**config.mk**
```make
export PLATFORM = sky130hd
export DESIGN_NAME = range_stream_gen
export DESIGN_NICKNAME = d
export VERILOG_FILES = /design/src/rtl/range_pkg.sv /design/src/rtl/range_lfsr.sv /design/src/rtl/range_stream_gen.sv
export SDC_FILE = /design/constraint.sdc
export NUM_CORES = 1
export LEC_CHECK = 0
export BUFFER_PORTS_ARGS = -buffer_cell sky130_fd_sc_hd__buf_2
export CORE_AREA = 5 5 81 83
export DETAILED_ROUTE_END_ITERATION = 6
export DIE_AREA = 0 0 86 88
export GPL_TIMING_DRIVEN = 0
export PLACE_DENSITY = 0.92
export SLEW_MARGIN = 20
export SYNTH_ARGS = -nofsm -noshare
export SYNTH_HDL_FRONTEND = slang
export SYNTH_HIERARCHICAL = 1
export SYNTH_SLANG_ARGS = --single-unit
```
**constraint.sdc**
```tcl
create_clock -name clock -period 5.5 [get_ports clock]
set_input_delay 1.1 -clock clock [delete_from_list [all_inputs] [get_ports clock]]
set_output_delay 1.1 -clock clock [all_outputs]
set_load 0.005 [all_outputs]
```
**src/rtl/range_pkg.sv**
```systemverilog
// Shared types and constants for the go/finish/data range stream generator.
package range_pkg;

    typedef enum logic [1:0] {
        IDLE = 2'd0,
        SEND = 2'd1,
        DONE = 2'd2
    } gen_state_t;

    localparam int unsigned MIN_LEN = 2;
    localparam int unsigned TAP_W   = 16;

    // Galois LFSR tap masks for the supported sample widths.
    function automatic logic [TAP_W-1:0] lfsr_taps(input int unsigned width);
        case (width)
            8:       return 16'h00B8;
            10:      return 16'h0240;
            12:      return 16'h0E08;
            default: return 16'h0000;
        endcase
    endfunction

endpackage

```
**src/rtl/range_lfsr.sv**
```systemverilog
// Galois LFSR sample register; clears to zero between bursts so it can drive data directly.
module range_lfsr #(
    parameter int unsigned WIDTH = 10
) (
    input  logic             clock,
    input  logic             reset,
    input  logic             load,
    input  logic             step,
    input  logic             clear,
    input  logic [WIDTH-1:0] seed,
    output logic [WIDTH-1:0] q
);
    import range_pkg::*;

    localparam logic [WIDTH-1:0] TAPS = WIDTH'(lfsr_taps(WIDTH));

    logic [WIDTH-1:0] q_n;

    // A zero seed would lock the LFSR at zero, so it is replaced by 1.
    always_comb begin
        q_n = q;
        if (clear) begin
            q_n = '0;
        end else if (load) begin
            q_n = (seed == '0) ? WIDTH'(1) : seed;
        end else if (step) begin
            q_n = (q >> 1) ^ (q[0] ? TAPS : '0);
        end
    end

    always_ff @(posedge clock) begin
        if (reset) begin
            q <= '0;
        end else begin
            q <= q_n;
        end
    end

endmodule

```
**src/rtl/range_stream_gen.sv**
```systemverilog
// Burst generator for the range-finder stream: framed LFSR samples plus the expected max-min range.
module range_stream_gen #(
    parameter int unsigned WIDTH = 10,
    parameter int unsigned LEN_W = 8
) (
    input  logic             clock,
    input  logic             reset,
    input  logic             start,
    input  logic [WIDTH-1:0] seed,
    input  logic [LEN_W-1:0] len,
    output logic             busy,
    output logic             go,
    output logic             finish,
    output logic [WIDTH-1:0] data_out,
    output logic [WIDTH-1:0] exp_range,
    output logic             exp_valid,
    output logic             cfg_error
);
    import range_pkg::*;

    gen_state_t       state_q, state_n;
    logic [LEN_W-1:0] cnt_q, cnt_n;
    logic [WIDTH-1:0] max_q, max_n, min_q, min_n;
    logic [WIDTH-1:0] run_max, run_min, range_n;
    logic [WIDTH-1:0] sample;
    logic             busy_n, go_n, finish_n, exp_valid_n, cfg_error_n;
    logic             lfsr_load, lfsr_step, lfsr_clear;

    range_lfsr #(.WIDTH(WIDTH)) u_lfsr (
        .clock (clock),
        .reset (reset),
        .load  (lfsr_load),
        .step  (lfsr_step),
        .clear (lfsr_clear),
        .seed  (seed),
        .q     (sample)
    );

    // The LFSR register is itself the registered sample output.
    assign data_out = sample;

    // cnt_q counts samples remaining including the one currently presented.
    always_comb begin
        state_n     = state_q;
        cnt_n       = cnt_q;
        max_n       = max_q;
        min_n       = min_q;
        range_n     = exp_range;
        busy_n      = 1'b0;
        go_n        = 1'b0;
        finish_n    = 1'b0;
        exp_valid_n = 1'b0;
        cfg_error_n = 1'b0;
        lfsr_load   = 1'b0;
        lfsr_step   = 1'b0;
        lfsr_clear  = 1'b0;

        run_max = go ? sample : ((sample > max_q) ? sample : max_q);
        run_min = go ? sample : ((sample < min_q) ? sample : min_q);

        case (state_q)
            IDLE: begin
                if (start) begin
                    if (len >= LEN_W'(MIN_LEN)) begin
                        lfsr_load = 1'b1;
                        cnt_n     = len;
                        go_n      = 1'b1;
                        busy_n    = 1'b1;
                        state_n   = SEND;
                    end else begin
                        cfg_error_n = 1'b1;
                    end
                end
            end
            SEND: begin
                max_n = run_max;
                min_n = run_min;
                if (cnt_q > LEN_W'(1)) begin
                    lfsr_step = 1'b1;
                    cnt_n     = cnt_q - LEN_W'(1);
                    busy_n    = 1'b1;
                    finish_n  = (cnt_q == LEN_W'(2));
                end else begin
                    lfsr_clear  = 1'b1;
                    exp_valid_n = 1'b1;
                    range_n     = run_max - run_min;
                    state_n     = DONE;
                end
            end
            DONE: begin
                state_n = IDLE;
            end
            default: begin
                state_n = IDLE;
            end
        endcase
    end

    always_ff @(posedge clock) begin
        if (reset) begin
            state_q   <= IDLE;
            cnt_q     <= '0;
            max_q     <= '0;
            min_q     <= '0;
            busy      <= 1'b0;
            go        <= 1'b0;
            finish    <= 1'b0;
            exp_range <= '0;
            exp_valid <= 1'b0;
            cfg_error <= 1'b0;
        end else begin
            state_q   <= state_n;
            cnt_q     <= cnt_n;
            max_q     <= max_n;
            min_q     <= min_n;
            busy      <= busy_n;
            go        <= go_n;
            finish    <= finish_n;
            exp_range <= range_n;
            exp_valid <= exp_valid_n;
            cfg_error <= cfg_error_n;
        end
    end

endmodule

```
Word level (Yosys, flattened, before mapping)
Index checks and enable logic that the tools add are counted.

Add/sub/neg operators: 2. $lt $le $gt $ge: 4. Equality and inequality tests: 6. Mux-type cells: 25. Bitwise operators: 5. Reductions and logical operators: 10.

Operator list (count): $mux 10 (8); $mux 8 (3); $pmux 8 s2 (1); $gt 10x10->1 (1); $logic_not 10->1 (1); $lt 10x10->1 (1); $sub 10x10->10 (1); $xor 9x10->10 (1); $eq 8x2->1 const B (1); $ge 8x2->1 const B (1); $gt 8x1->1 const B (1); $mux 1 (8); $ne 2x2->1 const B (4); $sub 8x1->8 const B (1); $mux 2 (3); $reduce_or 3->1 (2); $not 1->1 (4); $pmux 2 s2 (1); $reduce_and 4->1 (1); $reduce_bool 2->1 (2); $reduce_and 3->1 (1); $eq 2x1->1 const B (1); $logic_not 2->1 (1); $pmux 1 s2 (1); 2 further kinds (2).

Flip-flop bits (word level): 55. Bits of input ports: 21. Output and inout port bits: 25. Logic and storage cells: 63.

Depth between registers and ports, before layout
Gate-level depths: netlist of run 1.

Depth in word-level cells: 5. Gate-level depth with buffers: 19. Depth with buffers taken out: 18.

By module
The synthesis of run 1 kept the hierarchy.

By module, submodules not included: range_stream_gen (times used 1, cells each 371, area each 2920.3 um^2, sequential area each 900.9 um^2); range_lfsr (times used 1, cells each 50, area each 516.7 um^2, sequential area each 200.2 um^2).

Worst setup path before layout of run 1
OpenSTA, ideal clock, no wires.

Path type: flip-flop to flip-flop. Start: reg max_q[9]. End: reg exp_range[8]. Library setup time: 0.058 ns. Data arrival time: 3.605 ns. Data required time: 5.442 ns. Setup slack: 1.837 ns. Stages on the path, launching flop included: 19. Path buffers: 2. Clock period less this slack: 3.663 ns. Cell sequence: dfxtp_1 -> inv_1 -> ha_1 -> nand4_1 -> or4_1 -> o31a_2 -> buf_6 -> buf_2 -> mux2i_1 -> ha_1 -> inv_1 -> fa_1 -> a21o_1 -> a21oi_1 -> o21bai_1 -> a21oi_1 -> o21ai_0 -> nor4b_1 -> a211o_1.

Cells in the longest elaborated chain, start to end: 4.

RTL lines: start, declared (RTL line range_stream_gen.sv:23) `logic [WIDTH-1:0] max_q, max_n, min_q, min_n;`; start signal, assigned (RTL line range_stream_gen.sv:114) `max_q <= max_n;`; $gt 10x10->1 (RTL line range_stream_gen.sv:58) `run_max = go ? sample : ((sample > max_q) ? sample : max_q);`; $mux 10 (2 in series) (RTL line range_stream_gen.sv:58); $sub 10x10->10 (RTL line range_stream_gen.sv:86) `range_n = run_max - run_min;`; end signal, assigned (RTL line range_stream_gen.sv:119) `exp_range <= range_n;`; end, declared (RTL line range_stream_gen.sv:15) `output logic [WIDTH-1:0] exp_range,`.

No other way between the ends. A chain may end at the register's enable or synchronous reset.

Worst setup path in the final report of run 1
Start: reg u_lfsr.q[7]. End: reg exp_range[8].

Cells in the longest elaborated chain, start to end: 4. Elaborated cells between the ends (all ways): 7. Classes of those cells: add/sub: 1; order compare: 2; mux: 4.

RTL lines: start, declared (RTL line range_lfsr.sv:11) `output logic [WIDTH-1:0] q`; start signal, assigned (RTL line range_lfsr.sv:35) `q <= q_n;`; $gt 10x10->1 / $lt 10x10->1 (equally long branches) (RTL line range_stream_gen.sv:58, range_stream_gen.sv:59); $mux 10 (on tied branches) (2 in series) (RTL line range_stream_gen.sv:58, range_stream_gen.sv:59); $sub 10x10->10 * (RTL line range_stream_gen.sv:86).

Every way passes the cells marked *; elsewhere a longest branch is shown, timed or not.

==> results of run 1 <==
state kept, by name, summed over array words and instances, names as in the netlist:
name	count
go	1
max_q	10
finish	1
busy	1
exp_valid	1
min_q	10
state_q	2
exp_range	10
cnt_q	8
u_lfsr/q	10
cfg_error	1
kinds of logic after synthesis:
logic type | after synthesis | synth area share
flip-flops | 55 | 0.320
adder cells (fa/ha/maj) | 32 | 0.119
multiplexers | 37 | 0.116
XOR/XNOR | 6 | 0.0153
AO/OA/AOI/OAI | 102 | 0.182
AND/OR/NAND/NOR | 136 | 0.182
buffers and inverters | 53 | 0.0652
where the power goes:
part | total [mW] | leakage [nW] | internal, mW | switching, mW
clock | 0.247 | 0.0505 | 0.115 | 0.132
combinational | 0.760 | 1.24 | 0.332 | 0.428
sequential | 0.497 | 0.448 | 0.445 | 0.0524
synthesized netlist by cell type, drive strengths merged, types with 2 or more instances:
cell,instances,area [um^2]
dfxtp,55,1100
nor2,50,193
nand2,43,161
a21oi,37,189
ha,31,388
inv,30,113
mux2i,29,303
o21ai,27,135
clkbuf,12,45.0
a211oi,11,82.6
buf,11,66.3
nor3,11,60.1
mux2,8,97.6
a22oi,6,45.0
xnor2,6,52.6
nand4,5,31.3
nor2b,4,25.0
o21a,4,30.0
a211o,3,26.3
nand2b,3,18.8
nand3,3,15.0
or3,3,18.8
a21o,2,15.0
a31oi,2,18.8
and2,2,12.5
nand3b,2,15.0
nor4,2,12.5
o31a,2,18.8
o31ai,2,15.0
o41ai,2,17.5
or2,2,12.5
or4,2,15.0
per-layer routing:
metal  up-vias  track usage
li1       1571            -
met1      1474        0.262
met2        92        0.390
met3        13       0.0442
met4         0       0.0777
met5         -            0
per-stage QoR:
| step | setup slack, ns | total power, mW | instance area [um^2] | hold slack (ns) | util |
|---|---|---|---|---|---|
| 3_5_place_dp | 1.48 | 1.25 | 3760 | 0.442 | 0.650 |
| 5_1_grt | 1.11 | 1.61 | 3860 | 0.484 | 0.668 |
| 4_1_cts | 1.45 | 1.50 | 3860 | 0.455 | 0.668 |
| 6_report | 1.40 | 1.50 | 3860 | 0.452 | 0.668 |
| 2_1_floorplan | 1.84 | 1.08 | 3440 | 0.448 | - |
| 3_3_place_gp | 1.55 | 1.22 | 3760 | 0.438 | 0.650 |
worst register-to-register path: stages (launching register included):
cell and delay [ns]:
dfxtp_1 0.54, ha_1 0.32, a211oi_1 0.24, o21ai_0 0.16
o31a_2 0.35, buf_6 0.15, buf_2 0.18, mux2i_1 0.22
ha_1 0.20, inv_1 0.06, fa_1 0.40, a21o_1 0.17
a21oi_1 0.21, o21bai_1 0.10, a21oi_1 0.21, o21ai_0 0.16
nor4b_1 0.27, a211o_1 0.14
worst min path at each step:
stage	startpoint	to	slack, ns	depth (start not counted)
after global routing	exp_range[6]	exp_range[6]	0.48	2
after CTS	exp_range[7]	exp_range[7]	0.46	2
final	exp_range[7]	exp_range[7]	0.45	2
after global placement	exp_range[3]	exp_range[3]	0.44	2
after floorplan	exp_range[3]	exp_range[3]	0.45	2
after detailed placement	exp_range[7]	exp_range[7]	0.44	2
layout make-up:
class                           count  area, um^2
Multi-Input combinational cell    313        2110
Fill cell                         485        1920
Sequential cell                    55        1100
Timing Repair Buffer               45         225
Inverter                           30         113
Buffer                             23         111
Clock buffer                        7        96.3
Tap cell                           75        93.8
Clock inverter                      1        7.51
layout by cell type (no fill, tap or decap), drive strengths merged, types with 3 or more instances in the layout:
cell / Yosys / layout
a22oi: 6 / 6
inv: 30 / 30
nand2: 43 / 43
a211o: 3 / 3
nor2b: 4 / 4
mux2: 8 / 8
nand2b: 3 / 3
mux2i: 29 / 29
nand3: 3 / 3
ha: 31 / 31
clkbuf: 12 / 19
buf: 11 / 56
a21oi: 37 / 37
dfxtp: 55 / 55
or3: 3 / 3
o21ai: 27 / 27
nand4: 5 / 5
xnor2: 6 / 6
nor3: 11 / 11
a211oi: 11 / 11
o21a: 4 / 4
nor2: 50 / 50
==> summary.txt, run 1 <==
Routing
  • Via-to-Cell Ratio: 5.74
  • Final wirelength: 7.96 mm
  • # DRC: 0
  • DR WL met3: 504 um
  • Routed len/inst: 14.5 um
  • Max layer used: met4
  • Metal2 WL: 3.98 mm
  • Antenna Violating Nets Remaining: 0
  • Pre-antenna DRT Iters: 5
  • DR iter-0 viols: 355
  • Via count: 3150
  • Wire length on met1: 3.36 mm

Timing
  • Clock period minus worst slack: 4.10 ns
  • Clock Skews: 0.00689 ns
  • Final Hold Vio Count: 0
  • Final Max Tran Viols: 0
  • Fmax: 244 MHz
  • Setup TNS: 0 ns
  • Worst Tran Pin Value: 0.599 ns
  • Relative slew slack: 0.600
  • Final setup viols: 0
  • RSZ-0062 raised after global routing: no
  • Tcrit/Tclk final: 0.746

Finish
  • Non-Filler Instances: 549
  • Antenna diodes: 0
  • Synth-to-Final Area Change: 12.3%
  • Final nets: 526
  • Layout cells sized above 1: 0.171

Place
  • RePlAce Congestion: 0.950
  • Final HPWL DP: 6.14 mm
  • Placed insts: 541
  • IO buf count: 45

Worst setup path
  • Critical path's largest stage delay: 0.54 ns
  • CP top delay family: compound AO/OA/AOI/OAI gates
  • Worst path slowest cell: dfxtp_1
  • Crit path from: u_lfsr/q[7]
  • R2r worst-path depth: 17
  • Crit Path Class: flip-flop to flip-flop
  • R2r endpoint: exp_range[8]
  • Register-to-register setup slack: 1.40 ns
  • Critical-path cell list: ha_1 > a211oi_1 > o21ai_0 > o31a_2 > buf_6 > buf_2 > mux2i_1 > ha_1 > inv_1 > fa_1 > a21o_1 > a21oi_1 > o21bai_1 > a21oi_1 > o21ai_0 > nor4b_1 > a211o_1
  • Crit path arrival time: 4.37 ns
  • CP Capture Point: exp_range[8]
  • CP Buf/Inv Count: 3
  • Crit start category: flip-flop
  • Critical Path Stages: 17
  • Worst EP required: 5.76 ns
  • Max FO, Critical Path: 10
  • Reg2reg start: u_lfsr/q[7]
  • Critical path endpoint category: flip-flop

Clock tree
  • CTS tree: built
  • Worst-skew pair later-pin latency: 0.31 ns
  • Clk pin slew, worst setup/hold paths: 0.10 ns
  • Setup Fix Bufs, Post-CTS: 0
  • H-tree levels: 2
  • Clk sinks: 55
  • Total CTS buffers: 5
  • CTS max path bufs: 2
  • # hold bufs at CTS: 0
  • PostCTS Resize Cnt: 0
  • CTS root buf: clkbuf_8

Run
  • Max-cap check violation count: 0

Global routing
  • First-pass GRT wire length: 13.6 mm
  • Pin count of the biggest net entering global routing: 17
  • Initial antenna violation count: 0
  • GRT Util Overall: 0.219
  • GRT overflow: 0
  • Vias in the first global route: 3157

Yosys
  • Post-synth EDFFs: 0
  • Ys async rst share: 0
  • Synth Flop Type: dfxtp_1
  • Yosys cell types: 51
  • Number of synthesized register bits: 55
  • Seq/Total Area, Yosys: 0.320
  • Cell area after synthesis: 0.00344 mm^2
  • Syn Nets: 474
  • Mapped Avg Cell Area: 8.16 um^2
  • YS warnings: 6
  • Mapped Cells: 421

Power and ir drop
  • Pwr/cell area: 390 mW/mm^2
  • Peak supply drop: 0.000194 V
  • Pleak: 1.74 nW

Worst hold path
  • Worst hold path class: flip-flop to flip-flop

Floorplan
  • Ports: 46
  • Die height: 88 um
  • Die W: 86 um
  • Rows: 28
  • Die area: 0.00757 mm^2
  • Initial cell density of the core: 0.595
  • Core area: 0.00578 mm^2

Outcome
  • Outcome: complete, no violations
No activity file was read; power rests on OpenSTA's default activity.
==> run 2: changes to the inputs <==
--- a/config.mk
+++ b/config.mk
@@ -5,12 +5,13 @@
 export SDC_FILE = /design/constraint.sdc
 export NUM_CORES = 1
 export LEC_CHECK = 0
+export ABC_AREA = 1
 export BUFFER_PORTS_ARGS = -buffer_cell sky130_fd_sc_hd__buf_2
-export CORE_AREA = 5 5 81 83
+export CORE_AREA = 5 5 89 91
 export DETAILED_ROUTE_END_ITERATION = 6
-export DIE_AREA = 0 0 86 88
+export DIE_AREA = 0 0 94 96
 export GPL_TIMING_DRIVEN = 0
-export PLACE_DENSITY = 0.92
+export PLACE_DENSITY = 0.85
 export SLEW_MARGIN = 20
 export SYNTH_ARGS = -nofsm -noshare
 export SYNTH_HDL_FRONTEND = slang
==> constraint.sdc (replaced) <==
create_clock -name clock -period 3.3 [get_ports clock]
set_input_delay 0.66 -clock clock [delete_from_list [all_inputs] [get_ports clock]]
set_output_delay 0.66 -clock clock [all_outputs]
set_load 0.005 [all_outputs]
==> summary.txt, run 2 <==
Worst setup path
  • Worst EP required: 3.53 ns
  • CP top delay family: compound AO/OA/AOI/OAI gates
  • Crit start category: flip-flop
  • R2r endpoint: exp_range[7]
  • Max FO, Critical Path: 10
  • Critical path's largest stage delay: 0.54 ns
  • Critical path endpoint category: flip-flop
  • R2r worst-path depth: 18
  • Critical-path cell list: ha_1 > nand2_1 > nor2_2 > nand3_1 > nand3_2 > nand2_4 > nand2_8 > buf_8 > nand2_1 > o21ai_2 > ha_1 > a21oi_1 > o21ai_0 > a21oi_2 > o21bai_1 > xor2_1 > o21ai_0 > inv_1
  • Crit path arrival time: 3.33 ns
  • Crit Path Class: flip-flop to flip-flop
  • CP Buf/Inv Count: 2
  • Reg2reg start: u_lfsr/q[2]
  • Register-to-register setup slack: 0.19 ns
  • Critical Path Stages: 18
  • Worst path slowest cell: dfxtp_1

Yosys
  • Cell area after synthesis: 0.00362 mm^2
  • Seq/Total Area, Yosys: 0.304
  • Compound-gate portion of the synthesized area: 0.208
  • YS warnings: 6
  • Post-synthesis mux area share: 0
  • Syn Nets: 551
  • Number of synthesized register bits: 55
  • Top cells by area, synth: dfxtp_1 (30%), ha_1 (11%), nand2_1 (8.9%), inv_1 (8.4%), nor2_1 (5.2%)
  • Top cells by count, synth: nand2_1 (86), inv_1 (81), dfxtp_1 (55)
  • Yosys cell types: 46
  • Synth Area in XOR/XNOR: 0.0218
  • Post-synth top area cell: dfxtp_1
  • Post-synth EDFFs: 0
  • Synth Flop Type: dfxtp_1
  • Ys async rst share: 0
  • Mapped Cells: 498
  • Leading cell type by number of instances after synthesis: nand2_1
  • Adder-Cell Fraction of Synth Area: 0.113
  • Mapped Avg Cell Area: 7.27 um^2
  • Simple-gate share of the synthesized area: 0.243
  • Largest family of logic cells by synthesized area: simple AND/OR/NAND/NOR gates
  • Top-area cell type share of the netlist area: 0.304

Power and ir drop
  • Pleak: 2.11 nW
  • Proportion of power drawn by the clock network: 0.127
  • Pwr/cell area: 742 mW/mm^2
  • Peak supply drop: 0.000490 V
  • Power Total: 3.05 mW
  • Comb power frac: 0.587
  • Reg power frac: 0.286
  • Sw power: 1.43 mW
  • Sw Ratio: 0.469
  • Internal: 1.62 mW

Routing
  • Via count: 3440
  • Routed len/inst: 13.8 um
  • Via-to-Cell Ratio: 5.28
  • Antenna Violating Nets Remaining: 0
  • Final wirelength: 9.02 mm
  • DR iter-0 viols: 166
  • # DRC: 0
  • Pre-antenna DRT Iters: 5

Floorplan
  • Core area: 0.00706 mm^2
  • Ports: 46
  • Rows: 31
  • Die height: 96 um
  • Die area: 0.00902 mm^2
  • Die W: 94 um
  • Initial cell density of the core: 0.513

Timing
  • RSZ-0062 raised after global routing: no
  • Fmax: 322 MHz
  • Final Max Tran Viols: 0
  • Clock Skews: 0.0168 ns
  • Final Hold Vio Count: 0
  • Hold Slack: 0.506 ns
  • Relative slew slack: 0.644
  • Tcrit/Tclk final: 0.942
  • Final setup viols: 0
  • Clock period minus worst slack: 3.11 ns
  • Worst Tran Pin Value: 0.534 ns

Finish
  • Leading cell type in the layout, fill and taps excluded: nand2_1
  • Layout cells sized above 1: 0.226
  • Final nets: 605
  • Antenna diodes: 0
  • Synth-to-Final Area Change: 13.5%
  • Commonest cells after routing, fill and taps aside: nand2_1 (86), inv_1 (81), nor2_1 (50)

Place
  • IO buf count: 45
  • RePlAce Congestion: 0.933
  • Final HPWL DP: 7.01 mm

Global routing
  • Pin count of the biggest net entering global routing: 18
  • First-pass GRT wire length: 14.9 mm
  • GRT Util Overall: 0.210
  • Initial antenna violation count: 0
  • Vias in the first global route: 3319
  • GRT overflow: 0

Worst hold path
  • Hold path depth: 2
  • Worst Hold Launch: min_q[3]
  • Worst hold path class: flip-flop to flip-flop
  • Hold Path End: min_q[3]

Run
  • Max-cap check violation count: 0

Clock tree
  • # hold bufs at CTS: 0
  • Clk sinks: 55
  • CTS root buf: clkbuf_8
  • CTS max path bufs: 2
  • Worst-skew pair later-pin latency: 0.33 ns
  • H-tree levels: 2
  • CTS tree: built
  • Clk pin slew, worst setup/hold paths: 0.10 ns
  • Total CTS buffers: 5

Outcome
  • Outcome: complete, no violations
run 2: cell count changes after synthesis, sizes merged, moves of 8 or more:
cell / change
inv: +56
mux2: -8
o21ai: +18
mux2i: -29
nor3: -9
nand2: +57
a211oi: -8
nand3: +18
nor2: +9
o211ai: +9
run 2: worst max path at each step:
| stage | startpoint | to | slack, ns |
|---|---|---|---|
| finish | u_lfsr/q[2] | exp_range[7] | 0.19 |
| global route | u_lfsr/q[5] | exp_range[8] | 0.01 |
| CTS | u_lfsr/q[6] | exp_range[8] | 0.04 |
| detailed placement | u_lfsr/q[9] | exp_range[8] | -0.06 |
| global placement | u_lfsr/q[5] | exp_range[8] | 0.06 |
| floorplan | u_lfsr/q[9] | exp_range[8] | 0.39 |
run 2: timing repair:
| item | 4_1_cts | 5_1_grt |
|---|---|---|
| setup buffers | 0 | 2 |
| pin swaps | 0 | 2 |
| setup endpoints to repair | 1 | 3 |
| gates resized for setup | 6 | 11 |
run 2: cells by family after synthesis:
group | count (synthesis)
and+or+nand+nor | 187
AOI/OAI and AO/OA | 116
buffers and inverters | 99
DFF | 55
adders and majority gates | 32
xor gates and xnor gates | 9
run 2: stage by stage:
stage | cell area (um^2) | setup WS [ns] | instances | TNS (ns) | utilization
floorplan | 3620 | 0.392 | 498 | 0 | -
global placement | 3970 | 0.0574 | 642 | 0 | 0.562
detailed placement | 3970 | -0.0598 | 642 | -0.0598 | 0.562
CTS | 4070 | 0.0439 | 650 | 0 | 0.576
global route | 4110 | 0.0145 | 652 | 0 | 0.582
finish | 4110 | 0.192 | 652 | 0 | 0.582
run 2: worst min-delay path: stages (launching register included):
cell and delay [ns]:
dfxtp_1 0.33, o211ai_1 0.09, inv_1 0.05
run 2: layer usage:
metal / GRT usage / routed length, um
met3: 0.0305 / 371
met2: 0.371 / 4560
met4: 0.0999 / 229
met5: 0 / 0
met1: 0.250 / 3860
run 2: power by group through the flow:
stage                     Combinational (mW)  Sequential [mW]  Clock (mW)
after global placement                  1.64            0.879           0
after floorplan                         1.35            0.857           0
after global routing                    2.00            0.887       0.423
final                                   1.79            0.872       0.388
after CTS                               1.71            0.871       0.396
after detailed placement                1.70            0.883           0
run 2: cell type report:
type                            instances  area [um^2]
Timing Repair Buffer                   47          240
Fill cell                             657         2950
Buffer                                 13         83.8
Sequential cell                        55         1120
Clock buffer                            6         72.6
Multi-Input combinational cell        344         2130
Tap cell                               99          124
Clock inverter                          2         17.5
Inverter                               86          325
